$ cat config.mk
export PLATFORM = sky130hd
export DESIGN_NAME = ibpl_out_seq
export DESIGN_NICKNAME = d
export VERILOG_FILES = /design/src/rtl/ibpl_pkg.sv /design/src/rtl/ibpl_out_chan.sv /design/src/rtl/ibpl_out_seq.sv
export SDC_FILE = /design/constraint.sdc
export NUM_CORES = 1
export LEC_CHECK = 0
export ABC_AREA = 1
export ABC_CLOCK_PERIOD_IN_PS = 2200
export CAP_MARGIN = 40
export CORE_MARGIN = 3
export CORE_UTILIZATION = 45
export DETAILED_ROUTE_END_ITERATION = 8
export PLACE_DENSITY = 0.69
export REMOVE_ABC_BUFFERS = 1
export SLEW_MARGIN = 0
export SYNTH_ARGS = -nofsm -noshare
export SYNTH_HDL_FRONTEND = slang
export SYNTH_HIERARCHICAL = 1
export SYNTH_SLANG_ARGS = --single-unit
$ cat constraint.sdc
create_clock -name clk -period 2.2 [get_ports clk]
set_input_delay 0.33 -clock clk [delete_from_list [all_inputs] [get_ports clk]]
set_output_delay 0.33 -clock clk [all_outputs]
set_load 0.01 [all_outputs]
$ cat src/rtl/ibpl_pkg.sv
// Shared types and sizing helpers for the interbackplane output cardlet.
package ibpl_pkg;

    localparam int unsigned IBPL_NUM_CH = 6;

    typedef enum logic [1:0] {
        OFF    = 2'd0,
        ARM    = 2'd1,
        ACTIVE = 2'd2,
        DRAIN  = 2'd3
    } chan_state_t;

    // Bits needed to hold the values 0..n-1, never fewer than one.
    function automatic int unsigned ibpl_cw(input int unsigned n);
        return (n <= 2) ? 1 : $clog2(n);
    endfunction

endpackage

$ cat src/rtl/ibpl_out_chan.sv
// One DIOB output channel: driver turn-on/turn-off sequencing, pulse stretching,
// readback supervision with sticky fault, and activity LED timer.
module ibpl_out_chan
    import ibpl_pkg::*;
#(
    parameter int unsigned TURN_CYC  = 4,
    parameter int unsigned MIN_PULSE = 8,
    parameter int unsigned FB_CYC    = 16,
    parameter int unsigned LED_HOLD  = 6250000
) (
    input  logic clk,
    input  logic nReset,
    input  logic oe_i,
    input  logic data_i,
    input  logic rb_i,
    input  logic err_clr_i,
    output logic out_o,
    output logic dir_o,
    output logic led_o,
    output logic fault_o
);

    localparam int unsigned TW = ibpl_cw(TURN_CYC);
    localparam int unsigned PW = ibpl_cw(MIN_PULSE);
    localparam int unsigned FW = ibpl_cw(FB_CYC + 1);
    localparam int unsigned LW = ibpl_cw(LED_HOLD);

    localparam logic [TW-1:0] T_LOAD = TW'(TURN_CYC - 1);
    localparam logic [PW-1:0] P_LOAD = PW'(MIN_PULSE - 1);
    localparam logic [FW-1:0] F_MAX  = FW'(FB_CYC);
    localparam logic [LW-1:0] L_LOAD = LW'(LED_HOLD - 1);

    chan_state_t   state_q, state_d;
    logic [TW-1:0] tcnt_q, tcnt_d;
    logic [PW-1:0] pcnt_q, pcnt_d;
    logic [FW-1:0] fcnt_q, fcnt_d;
    logic [LW-1:0] lcnt_q, lcnt_d;
    logic          out_q, out_d;
    logic          prev_q;
    logic          fault_q, fault_d;

    always_comb begin : fsm
        state_d = state_q;
        tcnt_d  = tcnt_q;
        unique case (state_q)
            OFF: begin
                if (oe_i) begin
                    state_d = ARM;
                    tcnt_d  = T_LOAD;
                end
            end
            ARM: begin
                if (!oe_i) begin
                    state_d = DRAIN;
                    tcnt_d  = T_LOAD;
                end else if (tcnt_q == '0) begin
                    state_d = ACTIVE;
                end else begin
                    tcnt_d = tcnt_q - TW'(1);
                end
            end
            ACTIVE: begin
                if (!oe_i) begin
                    state_d = DRAIN;
                    tcnt_d  = T_LOAD;
                end
            end
            DRAIN: begin
                if (tcnt_q == '0) begin
                    state_d = OFF;
                end else begin
                    tcnt_d = tcnt_q - TW'(1);
                end
            end
            default: state_d = OFF;
        endcase
    end

    // Data is qualified by the next state so entering DRAIN zeroes out the same edge.
    always_comb begin : stretch
        pcnt_d = '0;
        out_d  = 1'b0;
        if (state_d == ACTIVE) begin
            out_d = data_i | (pcnt_q != '0);
            if (data_i && !prev_q) begin
                pcnt_d = P_LOAD;
            end else if (pcnt_q != '0) begin
                pcnt_d = pcnt_q - PW'(1);
            end
        end
    end

    always_comb begin : supervise
        fcnt_d  = '0;
        fault_d = fault_q;
        if (state_q == ACTIVE && rb_i != out_q) begin
            fcnt_d = (fcnt_q == F_MAX) ? fcnt_q : fcnt_q + FW'(1);
        end
        if (fcnt_d == F_MAX) begin
            fault_d = 1'b1;
        end else if (err_clr_i) begin
            fault_d = 1'b0;
        end
    end

    always_comb begin : led_timer
        lcnt_d = lcnt_q;
        if (out_d && !out_q) begin
            lcnt_d = L_LOAD;
        end else if (lcnt_q != '0) begin
            lcnt_d = lcnt_q - LW'(1);
        end
    end

    always_ff @(posedge clk or negedge nReset) begin
        if (!nReset) begin
            state_q <= OFF;
            tcnt_q  <= '0;
            pcnt_q  <= '0;
            fcnt_q  <= '0;
            lcnt_q  <= '0;
            out_q   <= 1'b0;
            prev_q  <= 1'b0;
            fault_q <= 1'b0;
        end else begin
            state_q <= state_d;
            tcnt_q  <= tcnt_d;
            pcnt_q  <= pcnt_d;
            fcnt_q  <= fcnt_d;
            lcnt_q  <= lcnt_d;
            out_q   <= out_d;
            prev_q  <= data_i;
            fault_q <= fault_d;
        end
    end

    assign out_o   = out_q;
    assign dir_o   = (state_q != OFF);
    assign led_o   = (lcnt_q != '0) | out_q;
    assign fault_o = fault_q;

endmodule

$ cat src/rtl/ibpl_out_seq.sv
// Interbackplane output cardlet: six sequenced DIOB output channels plus
// module error reporting and LED/readback assembly for the blackbox.
module ibpl_out_seq
    import ibpl_pkg::*;
#(
    parameter int unsigned NUM_CH    = IBPL_NUM_CH,
    parameter int unsigned TURN_CYC  = 4,
    parameter int unsigned MIN_PULSE = 8,
    parameter int unsigned FB_CYC    = 16,
    parameter int unsigned LED_HOLD  = 6250000
) (
    input  logic                   clk,
    input  logic                   nReset,
    input  logic [7:0]             internal_out,
    input  logic [7:0]             output_enable,
    input  logic [7:0]             input_enable,
    input  logic                   err_clr,
    input  logic [IBPL_NUM_CH-1:0] diob_in,
    output logic [IBPL_NUM_CH-1:0] diob_out,
    output logic [IBPL_NUM_CH-1:0] diob_dir,
    output logic [7:0]             internal_in,
    output logic [7:0]             diob_led1,
    output logic [7:0]             diob_led2,
    output logic [IBPL_NUM_CH-1:0] ch_fault,
    output logic                   plugin_error
);

    logic [IBPL_NUM_CH-1:0] led;
    logic                   plugin_error_q, plugin_error_d;
    logic                   unused_hi;

    for (genvar i = 0; i < NUM_CH; i++) begin : g_ch
        ibpl_out_chan #(
            .TURN_CYC (TURN_CYC),
            .MIN_PULSE(MIN_PULSE),
            .FB_CYC   (FB_CYC),
            .LED_HOLD (LED_HOLD)
        ) u_chan (
            .clk      (clk),
            .nReset   (nReset),
            .oe_i     (output_enable[i]),
            .data_i   (internal_out[i]),
            .rb_i     (diob_in[i]),
            .err_clr_i(err_clr),
            .out_o    (diob_out[i]),
            .dir_o    (diob_dir[i]),
            .led_o    (led[i]),
            .fault_o  (ch_fault[i])
        );
    end

    // An input-enabled pin that is not output-enabled is a slot misconfiguration.
    always_comb begin
        plugin_error_d = (|(input_enable[5:0] & ~output_enable[5:0])) | (|ch_fault);
    end

    always_ff @(posedge clk or negedge nReset) begin
        if (!nReset) begin
            plugin_error_q <= 1'b0;
        end else begin
            plugin_error_q <= plugin_error_d;
        end
    end

    assign plugin_error = plugin_error_q;
    assign internal_in  = {2'b00, diob_in};
    assign diob_led1    = {2'b00, diob_dir};
    assign diob_led2    = {2'b00, led};
    assign unused_hi    = ^{internal_out[7:6], output_enable[7:6], input_enable[7:6]};

endmodule

==> impl_metrics.csv <==
group,metric,value,unit
status,status,"finished clean",
pwr,p_per_area,1040,nW/um2
route,first_pass_iters,5,
global_route,grt_pass1_vias,11700,
hold_path,min_path_type,"in -> reg",
pwr,power_leakage,8.62,nW
finish,fin_area,16600,um2
logic_synthesis,syn_area,14000,um2
timing,timing.final.ws_setup,0.0872,ns
place,portBuffers,63,
route,antenna_left,0,
timing,final.min_clock_period,2.11,ns
floorplanning,initial_utilization,0.458,
finish,mostFrequentLayoutCells,"nand2_1, nor2_1, inv_1",
floorplanning,die_w,183,um
critical_path,cp_max_fo,4,
pwr,ir_drop,558,uV
route,wl_per_cell,12.2,um
route,vias_per_cell,4.84,
critical_path,crit_type,"reg -> out",
finish,diodes,0,
pwr,p_total,0.0173,W
timing,min_period_over_period,0.960,
clock_network,clkLatencyLatePin,0.54,ns
critical_path,end_kind,"output pin",
floorplanning,rows,64,
global_route,grt_pass1_wl,53.4,mm
logic_synthesis,netlist_top_cells_area,"dfrtp_1, nand2_1, nor2_1",
timing,drv_slew,0,
logic_synthesis,synthFlopType,"dfrtp_1",
logic_synthesis,ys_warn_count,6,
finish,area_growth,18.4,%
logic_synthesis,synth_edf_count,0,
global_route,grt_overflow,0,
logic_synthesis,syn_inst,1908,
global_route,antenna_found_initial,1,
floorplanning,ios,76,
logic_synthesis,yosysSeqAreaShare,0.408,
logic_synthesis,synth-async-reset-ratio,1.00,
logic_synthesis,syn_area_per_cell,7.36,um2
route,drt_iter0_markers,746,
clock_network,clock-root-buffer,"clkbuf_16",
place,gp_congestion,0.902,
critical_path,ff2ff_setup_slack,0.45,ns
timing,fmaxAchievable,473,MHz
timing,worstMarginPinSlew,0.579,ns
timing,rsz0062_at_grt,"true",
critical_path,start_kind,"flip-flop",
place,place_inst,2370,
finish,final_common_cell,"nand2_1",
clock_network,cts_buffers,28,
global_route,grt_max_degree,62,
logic_synthesis,ys_seq_elements,229,
clock_network,cts.sinks,229,
place,dpl.hpwl,21.6,mm
timing,finalHoldViolCount,0,
global_route,track_usage,0.184,
route,drc,0,
floorplanning,core_area,30700,um2
floorplanning,dieArea,33300,um2
timing,slew_headroom,0.613,
route,drt_wl_total,30.0,mm
finish,drive_gt1_frac,0.157,
timing,hold_ws,0.260,ns
clock_network,cts_tree,"done",
timing,finClkSkew,0.0149,ns
finish,fin_cells,2462,
route,vias,11900,
finish,final_nets,2108,
logic_synthesis,yosys.area.top_type,"dfrtp_1",
timing,setup_viol,0,
floorplanning,die_h,183,um
place,place_area,15200,um2
clock_network,cts_buffer_depth,3,
run,max_cap_viol_count,0,
critical_path,worst-endpoint-arrival,1.78,ns
clock_network,clk_pin_slew_worst_paths,0.05,ns
critical_path,worstPathRequired,1.87,ns
logic_synthesis,ys_types,35,
logic_synthesis,yosysTopAreaCellShare,0.408,
place,pre_cts_ws,0.0753,ns
clock_network,cts_max_level,1,
sequential cells by signal, indices dropped and copies added (netlist names):
register             count
g_ch.u_chan/fault_o      6
g_ch.u_chan/fcnt_q      30
g_ch.u_chan/lcnt_q     138
g_ch.u_chan/out_o        6
g_ch.u_chan/pcnt_q      18
g_ch.u_chan/prev_q       6
g_ch.u_chan/state_q     12
g_ch.u_chan/tcnt_q      12
plugin_error             1
layer usage:
metal  global-route usage  wire [um]
met1                0.243      13700
met5                    0          7
met3               0.0281       1270
met2                0.322      14500
met4               0.0369        487
per-stage QoR:
stage / util / setup TNS [ns]
2_1_floorplan: - / 0
3_3_place_gp: 0.495 / 0
3_5_place_dp: 0.495 / 0
4_1_cts: 0.535 / 0
5_1_grt: 0.542 / -0.0285
6_report: 0.542 / 0
kinds of logic after synthesis:
logic type	Yosys count	share of synthesized area
simple gates	1192	0.409
buf+inv	343	0.101
flops	229	0.408
compound gates	65	0.0244
xor+xnor	48	0.0299
fa+ha+maj	30	0.0267
other cells	1	0.000267
synth_stat cells (6+ instances only):
cell type and instances:
o21ai_0 22, nand2_4 6, ha_1 30, nand3b_1 30, nand2_2 33, nand3_2 11, or2_2 6, nor2_2 18
nor2_4 32, nor2_1 359, nor3_1 11, xor2_1 42, nand4_1 41, xnor2_1 6, nand3_1 183, a21oi_1 31
inv_2 23, nand2_1 436, inv_1 290, dfrtp_1 229, buf_4 20, nand4_4 7
worst paths after layout:
kind	start	end	cells past startpoint
setup / recovery	g_ch[5].u_chan/lcnt_q[0]	diob_led2[5]	8
hold / removal	internal_out[4]	g_ch[4].u_chan/prev_q	1
setup reg to reg	g_ch[1].u_chan/lcnt_q[0]	g_ch[1].u_chan/lcnt_q[19]	9
hold reg to reg	g_ch[5].u_chan/lcnt_q[22]	g_ch[5].u_chan/lcnt_q[22]	2
max in group asynchronous	nReset	g_ch[0].u_chan/out_o	3
min in group asynchronous	nReset	g_ch[2].u_chan/fcnt_q[3]	2
layout make-up:
type / count / area [um2]
flip-flops and latches: 229 / 5730
inverters: 318 / 1190
clock buffers: 39 / 792
clock inverters: 12 / 108
multi-input cells: 1341 / 7160
repair buffers: 127 / 1140
fillers: 2852 / 14000
well taps: 396 / 495
critical path: stages, from the launching register on:
cell and delay, ns:
dfrtp_1 0.38, inv_2 0.08, ha_1 0.16, inv_1 0.08, nor2_4 0.14, nand2_4 0.09, nor2_8 0.11, nand3_2 0.07
buf_2 0.14
power breakdown:
group / internal, W / switching [W]
logic: 0.00245 / 0.00378
registers: 0.00533 / 0.00126
clock network: 0.00263 / 0.00181
total: 0.0104 / 0.00685
timing repair:
action | 4_1_cts | 5_1_grt
pin swaps | 27 | 17
hold buffers | 1 | 0
buffers inserted | 21 | 19
setup endpoints to repair | 6 | 6
gates resized for setup | 83 | 26
hold endpoints to repair | 54 | 0
No activity file was read; power rests on OpenSTA's default activity.
